<file path="config.mk">
export PLATFORM = sky130hd
export DESIGN_NAME = wam_display_ctrl_flat
export DESIGN_NICKNAME = d
export VERILOG_FILES = /design/src/rtl/wam_display_ctrl_if.sv /design/src/rtl/wam_display_ctrl.sv /design/src/flat_wrapper.sv
export SDC_FILE = /design/constraint.sdc
export NUM_CORES = 1
export LEC_CHECK = 0
export CAP_MARGIN = 15
export CORE_ASPECT_RATIO = 1.5
export CORE_MARGIN = 4
export CORE_UTILIZATION = 60
export DETAILED_ROUTE_END_ITERATION = 7
export PLACE_DENSITY = 0.8
export SYNTH_ARGS = -nofsm -noshare
export SYNTH_HDL_FRONTEND = slang
export SYNTH_SLANG_ARGS = --single-unit
</file>
<file path="constraint.sdc">
create_clock -name clk -period 3.75 [get_ports clk]
set_clock_uncertainty 0.2 [all_clocks]
set_input_delay 0.9375 -clock clk [delete_from_list [all_inputs] [get_ports clk]]
set_output_delay 0.9375 -clock clk [all_outputs]
set_load 0.01 [all_outputs]
</file>
<file path="src/rtl/wam_display_ctrl_if.sv">
// ---------------------------------------------------------------------------
// wam_display_ctrl_if
// Bundles the game-event inputs and the display/status outputs of the
// whack-a-mole round controller.
//   start        : single-cycle pulse, begins a round
//   hit          : single-cycle pulse, one successful whack
//   show_high    : level, selects high score while idle
//   bin_out      : 6-bit value for the decoder's b input
//   dec_enable   : decoder enable
//   game_active  : round in progress
//   game_over    : round finished, waiting for restart
//   new_high     : one-cycle pulse on a new high score
//   showing_time : bin_out currently carries time remaining
// master = game/hit logic side, slave = controller side.
// ---------------------------------------------------------------------------
interface wam_display_ctrl_if;
   logic       start;
   logic       hit;
   logic       show_high;
   logic [5:0] bin_out;
   logic       dec_enable;
   logic       game_active;
   logic       game_over;
   logic       new_high;
   logic       showing_time;

   modport master (
      output start, hit, show_high,
      input  bin_out, dec_enable, game_active, game_over, new_high, showing_time
   );

   modport slave (
      input  start, hit, show_high,
      output bin_out, dec_enable, game_active, game_over, new_high, showing_time
   );
endinterface

</file>
<file path="src/rtl/wam_display_ctrl.sv">
// ---------------------------------------------------------------------------
// wam_display_ctrl
// Round controller for the whack-a-mole score display. Owns the round
// countdown, the hit score and the high score, and time-shares one
// two-digit binary-to-decimal decoder between them.
//   clk   : system clock, rising edge
//   reset : synchronous, active-high; clears all state including high score
//   bus   : wam_display_ctrl_if.slave (game events in, decoder drive out)
// Outputs are decoded from registered state only, except that show_high
// steers bin_out directly while idle.
// ---------------------------------------------------------------------------
module wam_display_ctrl #(
   parameter int TICKS_PER_SEC = 50_000_000,
   parameter int GAME_SECONDS  = 60
) (
   input logic               clk,
   input logic               reset,
   wam_display_ctrl_if.slave bus
);

   localparam int TW = (TICKS_PER_SEC > 1) ? $clog2(TICKS_PER_SEC) : 1;
   localparam logic [TW-1:0] TICK_LAST = TW'(TICKS_PER_SEC - 1);
   localparam logic [TW-1:0] TICK_HALF = TW'(TICKS_PER_SEC / 2);
   localparam logic [5:0]    ROUND_SEC = 6'(GAME_SECONDS);

   typedef enum logic [1:0] {IDLE, PLAYING, OVER} state_t;

   state_t        state;
   logic [5:0]    score;
   logic [5:0]    high;
   logic [5:0]    time_left;
   logic [TW-1:0] tick;
   logic          new_high_r;

   logic [5:0]    score_hit;
   logic          tick_wrap;
   logic          first_half;

   function automatic logic [5:0] sat_inc(input logic [5:0] v);
      return (v == 6'd63) ? v : v + 6'd1;
   endfunction

   // A hit on the final-wrap cycle must feed the high-score compare.
   assign score_hit  = bus.hit ? sat_inc(score) : score;
   assign tick_wrap  = (tick == TICK_LAST);
   assign first_half = (tick < TICK_HALF);

   always_ff @(posedge clk) begin
      if (reset) begin
         state      <= IDLE;
         score      <= 6'd0;
         high       <= 6'd0;
         time_left  <= 6'd0;
         tick       <= '0;
         new_high_r <= 1'b0;
      end else begin
         new_high_r <= 1'b0;
         case (state)
            IDLE: begin
               tick <= '0;
               if (bus.start) begin
                  score     <= 6'd0;
                  time_left <= ROUND_SEC;
                  state     <= PLAYING;
               end
            end
            PLAYING: begin
               score <= score_hit;
               if (tick_wrap) begin
                  tick      <= '0;
                  time_left <= time_left - 6'd1;
                  if (time_left == 6'd1) begin
                     state <= OVER;
                     if (score_hit > high) begin
                        high       <= score_hit;
                        new_high_r <= 1'b1;
                     end
                  end
               end else begin
                  tick <= tick + 1'b1;
               end
            end
            OVER: begin
               if (bus.start) begin
                  score     <= 6'd0;
                  time_left <= ROUND_SEC;
                  tick      <= '0;
                  state     <= PLAYING;
               end else begin
                  tick <= tick_wrap ? '0 : tick + 1'b1;
               end
            end
            default: state <= IDLE;
         endcase
      end
   end

   always_comb begin
      bus.bin_out      = score;
      bus.dec_enable   = 1'b1;
      bus.game_active  = 1'b0;
      bus.game_over    = 1'b0;
      bus.showing_time = 1'b0;
      case (state)
         IDLE: begin
            bus.bin_out = bus.show_high ? high : score;
         end
         PLAYING: begin
            bus.game_active = 1'b1;
            // First half of each second shows the countdown, second half the score.
            if (first_half) begin
               bus.bin_out      = time_left;
               bus.showing_time = 1'b1;
            end
         end
         OVER: begin
            bus.game_over  = 1'b1;
            bus.dec_enable = first_half;
         end
         default: ;
      endcase
   end

   assign bus.new_high = new_high_r;

endmodule
</file>
<file path="src/flat_wrapper.sv">
// flat-port wrapper written by rule: the top's interface ports become plain ports
module wam_display_ctrl_flat 
#(
   parameter int TICKS_PER_SEC = 50_000_000,
   parameter int GAME_SECONDS  = 60
)
  (clk, reset, bus_start, bus_hit, bus_show_high, bus_bin_out, bus_dec_enable, bus_game_active, bus_game_over, bus_new_high, bus_showing_time);
  wam_display_ctrl_if bus_i ();
  input logic clk;
  input logic reset;
  input wire logic [$bits(bus_i.start)-1:0] bus_start;
  input wire logic [$bits(bus_i.hit)-1:0] bus_hit;
  input wire logic [$bits(bus_i.show_high)-1:0] bus_show_high;
  output wire logic [$bits(bus_i.bin_out)-1:0] bus_bin_out;
  output wire logic [$bits(bus_i.dec_enable)-1:0] bus_dec_enable;
  output wire logic [$bits(bus_i.game_active)-1:0] bus_game_active;
  output wire logic [$bits(bus_i.game_over)-1:0] bus_game_over;
  output wire logic [$bits(bus_i.new_high)-1:0] bus_new_high;
  output wire logic [$bits(bus_i.showing_time)-1:0] bus_showing_time;
  assign bus_i.start = bus_start;
  assign bus_i.hit = bus_hit;
  assign bus_i.show_high = bus_show_high;
  assign bus_bin_out = bus_i.bin_out;
  assign bus_dec_enable = bus_i.dec_enable;
  assign bus_game_active = bus_i.game_active;
  assign bus_game_over = bus_i.game_over;
  assign bus_new_high = bus_i.new_high;
  assign bus_showing_time = bus_i.showing_time;
  wam_display_ctrl #(.TICKS_PER_SEC(TICKS_PER_SEC), .GAME_SECONDS(GAME_SECONDS)) u_core (.clk(clk), .reset(reset), .bus(bus_i));
endmodule
</file>
## Yosys cells after proc, flatten, opt, wreduce, memory -nomap -nowiden

Cells that the tools add are included.

- Register bits after elaboration: 47
- Output and inout port bits: 11
- Logic and storage cells: 54

- $add $sub $neg: 3
- Magnitude comparators: 2
- Equality and inequality tests: 8
- Multiplexer cells: 23
- Bitwise logic cells: 3
- Reductions and logical operators: 9

Operator list:

| operator | count |
|---|---|
| one-hot mux 26 bit (3 select lines) | 1 |
| 2-to-1 mux 26 bit | 2 |
| 2-to-1 mux 6 bit | 7 |
| one-hot mux 6 bit (2 select lines) | 3 |
| adder 26 x 1 -> 26 bit, second input constant | 1 |
| equality test 26 bit, second input constant | 1 |
| < comparator 26 x 25 -> 1 bit, second input constant | 1 |
| adder 6 x 1 -> 6 bit, second input constant | 1 |
| equality test 6 x 1 -> 1 bit, second input constant | 1 |
| equality test 6 bit, second input constant | 1 |
| greater-than comparator 6 bit | 1 |
| 2-to-1 mux 1 bit | 6 |
| 2-to-1 mux 2 bit | 3 |
| inequality test 2 x 1 -> 1 bit, second input constant | 3 |
| AND reduction 3 bit | 2 |
| subtractor 6 x 1 -> 6 bit, second input constant | 1 |
| one-hot mux 2 bit (2 select lines) | 1 |
| AND reduction 4 bit | 1 |
| OR reduction 4 bit | 1 |
| NOT 1 bit | 3 |
| nonzero test 3 bit | 1 |
| equality test 2 x 1 -> 1 bit, second input constant | 1 |
| equality test 2 bit, second input constant | 1 |
| logical NOT 2 bit | 1 |
| other kinds (3) | 3 |

## Depth between registers and ports, before layout

- Depth in word-level cells: 5
- Gate-level depth with buffers: 10
- Gate-level depth less buffers: 10

## Least setup slack after synthesis

Ideal clock, no wire load.

- Path kind: register -> output
- Start point: register u_core.tick[7]
- End point: output bus_bin_out[0]
- Arrival time: 1.895 ns
- Data required time: 2.612 ns
- Path slack: 0.717 ns
- Stages on the path, launching flop included: 7
- Path buffers: 1
- Cells stage by stage: dfxtp_1 buf_6 or4_4 o2111ai_1 a31oi_1 mux2i_1 o21ai_0

- Word-level cells in the longest chain between the ends: 3

RTL lines:

| item | RTL line | text |
|---|---|---|
| from (decl) | wam_display_ctrl.sv:32 | `logic [TW-1:0] tick;` |
| from (signal assigned) | wam_display_ctrl.sv:80 | `tick <= tick + 1'b1;` |
| from (signal assigned) | wam_display_ctrl.sv:90 | `tick <= tick_wrap ? '0 : tick + 1'b1;` |
| < comparator 26 x 25 -> 1 bit | wam_display_ctrl.sv:46 | `assign first_half = (tick < TICK_HALF);` |
| 2-to-1 mux 6 bit | wam_display_ctrl.sv:111 | `if (first_half) begin` |
| one-hot mux 6 bit (2 select lines) | wam_display_ctrl.sv:104 | `case (state)` |
| to (decl) | flat_wrapper.sv:14 | `output wire logic [$bits(bus_i.bin_out)-1:0] bus_bin_out;` |

No other way between the ends.

## Worst setup path after layout

- Start point: register u_core.tick[7]
- End point: output bus_showing_time

- Word-level cells in the longest chain between the ends: 3

RTL lines:

| item | RTL line | text |
|---|---|---|
| < comparator 26 x 25 -> 1 bit | wam_display_ctrl.sv:46 |  |
| 2-to-1 mux 1 bit | wam_display_ctrl.sv:111 |  |
| 2-to-1 mux 1 bit | wam_display_ctrl.sv:104 |  |
| to (decl) | flat_wrapper.sv:19 | `output wire logic [$bits(bus_i.showing_time)-1:0] bus_showing_time;` |

No other way between the ends.

==> results.md <==
- Vias in the first global route: 2749
- Post-CTS Setup Bufs: 0
- Setup TNS: 0 ns
- Most common cell in the netlist: dfxtp_1
- Syn. warnings: 0
- Maximum VDD drop: 0.234 mV
- Post-layout util: 0.706
- RSZ-0062 raised after global routing: false
- PD cells: 336 nW/um^2
- CTS Buf Count: 5
- Final Hold Viols: 0
- Die height: 93.1 microns
- HP Class: reg -> reg
- Tmin final: 3.53 ns
- P_leak: 1.25 nW
- EDFF count, synth: 0
- Max-Slew Margin vs Limit: 0.549
- CP Class: reg -> out
- Synth top area cells: dfxtp_1 (33%), ha_1 (6.1%), a21oi_1 (5.5%), a31oi_1 (3.7%), nand4_1 (3.2%)
- Ports: 16
- Mapped Area: 2890 sq um
- Clk sinks: 47
- Clock share of power: 0.287
- CP startpoint: u_core.tick[7]$_SDFFE_PP0P_
- Die width: 64.7 microns
- Setup ws final: ~0.22 ns
- Tcrit/Tclk final: 0.942
- Largest net degree at the start of global routing: 31
- Status: finished, final reports clean
- N_diodes: 0
- Worst path cell trace: or4_4, o2111ai_1, a31oi_1, buf_4, nor2_1, clkdlybuf4s50_1
- Grt ovf: 0
- Top FF cell, synth: dfxtp_1
- Synthesized area per cell: 7.99 sq um
- Synthesis-to-layout area growth: 11.7%
- Via count: 2819
- # port buffers: 15
- Yosys top cell by area: dfxtp_1
- CTS tree: built
- Reg power frac: 0.499
- H-tree levels: 2
- Worst-skew pair later-pin latency: 0.30 ns
- CP required: 2.61 ns
- Worst-path maximum fanout: 9
- Final ANT Viol Nets: 0
- Via density: 6.39
- Fin cells: 441
- Worst slew pin tran: between 0.6 and 0.7 ns
- WP data arrival: 2.39 ns
- Setup WS pre-CTS: 0.142 ns
- DP HPWL: 5.25 mm
- Slowest cell on crit path: or4_4
- DRT iter0 DRCs: 221
- Post-synth top area share: 0.325
- Sw frac: 0.298
- Core Footprint: 4580 sq um
- Yosys reg bits: 47
- Mapped Cells: 362
- Post-Syn Nets: 381
- Antenna violations before repair: 0
- Drt wl/cell: 16.2 microns
- Sequential area share after synthesis: 0.325
- Longest Clk Path Bufs: 2
- Post-synthesis async set-or-reset flop share: 0
- Fmax: 283 MHz
- CTS clk-pin slew, worst paths: ~0.080 ns
- Proportion of layout cells with a drive suffix above 1: 0.0875
- Drt total wl: 7.14 mm
- Top cells by count, synth: dfxtp_1 (47), a21oi_1 (32), nor2_1 (21), nand2_1 (20), inv_1 (19)
- Largest incremental delay on the critical path: between 0.5 and 0.6 ns
- Placed Cells incl. Taps: 434
- Final Max Tran Viols: 0
- Maxcap violations: 0
- Combinational share of power: 0.215
- Initial Util: 0.632
- Rows: 30
- R2R Path Start: u_core.score[0]$_SDFFE_PP0P_
- Gr usage total: 0.248
- Root Buffer: clkbuf_8
- Sw Pwr: 0.323 mW
- First drt pass iteration count: 4
- Hold_sp: u_core.tick[19]$_SDFFE_PP0P_
- # DRC: 0
- Yosys cell types: 50
- Internal: ~0.76 mW
- Worst setup SP type: flop
- Die area: roughly 6000 sq um
- Placer's final routability congestion estimate: 0.874
- CP endpoint kind: primary output
- Power consumption: 1.09 mW
- # nets final: 396
- First-pass GRT wire length: 12.0 mm
- Final setup fails: 0
[what timing repair did]
item / 4_1_cts / 5_1_grt
hold buffers: 0 / 0
endpoints found under the setup margin: 6 / 6
gates cloned: 0 / 0
resized for setup: 1 / 8
[logic make-up (layout without fill, tap and decap cells)]
logic type | count (synthesis) | count (layout) | share of synthesized area
XOR/XNOR | 5 | 5 | 0.0151
multiplexers | 10 | 10 | 0.0350
AO/OA/AOI/OAI | 114 | 114 | 0.258
flip-flops | 47 | 47 | 0.325
adder cells (fa/ha/maj) | 14 | 14 | 0.0605
AND/OR/NAND/NOR | 136 | 136 | 0.256
buffers and inverters | 36 | 51 | 0.0502
[per-layer routing]
layer  part of all wire  GRT usage  vias to the layer above
li1                   -          -                     1396
met1               0.40      0.261                     1332
met2               0.54      0.473                       74
met3              0.033     0.0361                       17
met4              0.024      0.109                        0
met5                  0          0                        -
[path summary, 6_finish.rpt]
path / endpoint / slack (ns) / depth (start not counted)
max: bus_showing_time / 0.22 / 6
min reg2reg: u_core.tick[19]$_SDFFE_PP0P_ / 0.31 / 1
max reg2reg: u_core.high[5]$_SDFFE_PP0P_ / 0.73 / 11
min: u_core.tick[19]$_SDFFE_PP0P_ / 0.31 / 1
[power groups by stage]
| stage | sequential (mW) | clock [mW] | combinational, mW |
|---|---|---|---|
| global route | 0.544 | 0.336 | 0.259 |
| floorplan | 0.543 | 0 | 0.158 |
| global placement | 0.552 | 0 | 0.226 |
| detailed placement | 0.552 | 0 | 0.230 |
| CTS | 0.541 | 0.319 | 0.233 |
| finish | 0.541 | 0.311 | 0.233 |
[state kept, by name, indices dropped and copies added (netlist names)]
signal               cells
u_core.state             2
u_core.high              6
u_core.bus.new_high      1
u_core.tick             26
u_core.score             6
u_core.time_left         6
[through the flow]
| stage | area (sq um) | hold slack [ns] |
|---|---|---|
| floorplan | 2890 | 0.255 |
| detailed placement | 3130 | 0.290 |
| finish | 3230 | 0.307 |
| global route | 3230 | 0.344 |
| global placement | 3130 | 0.275 |
| CTS | 3220 | 0.311 |
[area by class of cell]
class                           count  area, sq um
Tap cell                           64         80.1
Clock inverter                      1         5.00
Sequential cell                    47          942
Inverter                           19         71.3
Fill cell                         382         1350
Multi-Input combinational cell    279         1810
Clock buffer                        6         82.6
Timing Repair Buffer               25          240
[layout by cell type (no fill, tap or decap), types with 7 or more instances in the layout]
cell / instances
clkdlybuf4s50_1: 9
dfxtp_1: 46
a22oi_1: 12
mux2i_1: 9
buf_4: 10
a21oi_1: 32
nand3_1: 16
a31oi_1: 17
ha_1: 14
nor3_1: 16
nor2_1: 21
nand2b_1: 7
nand2_1: 20
o21ai_0: 14
nand4_1: 15
a21o_1: 11
nor4_1: 7
inv_1: 19
[worst max-delay path, delay by kind of cell (launching register included)]
kind,cells,cell delay (ns)
AO/OA/AOI/OAI,2,0.33
buffers and inverters,2,0.74
flip-flops,1,0.37
AND/OR/NAND/NOR,2,0.65
Power figures use the tool's default switching activity.
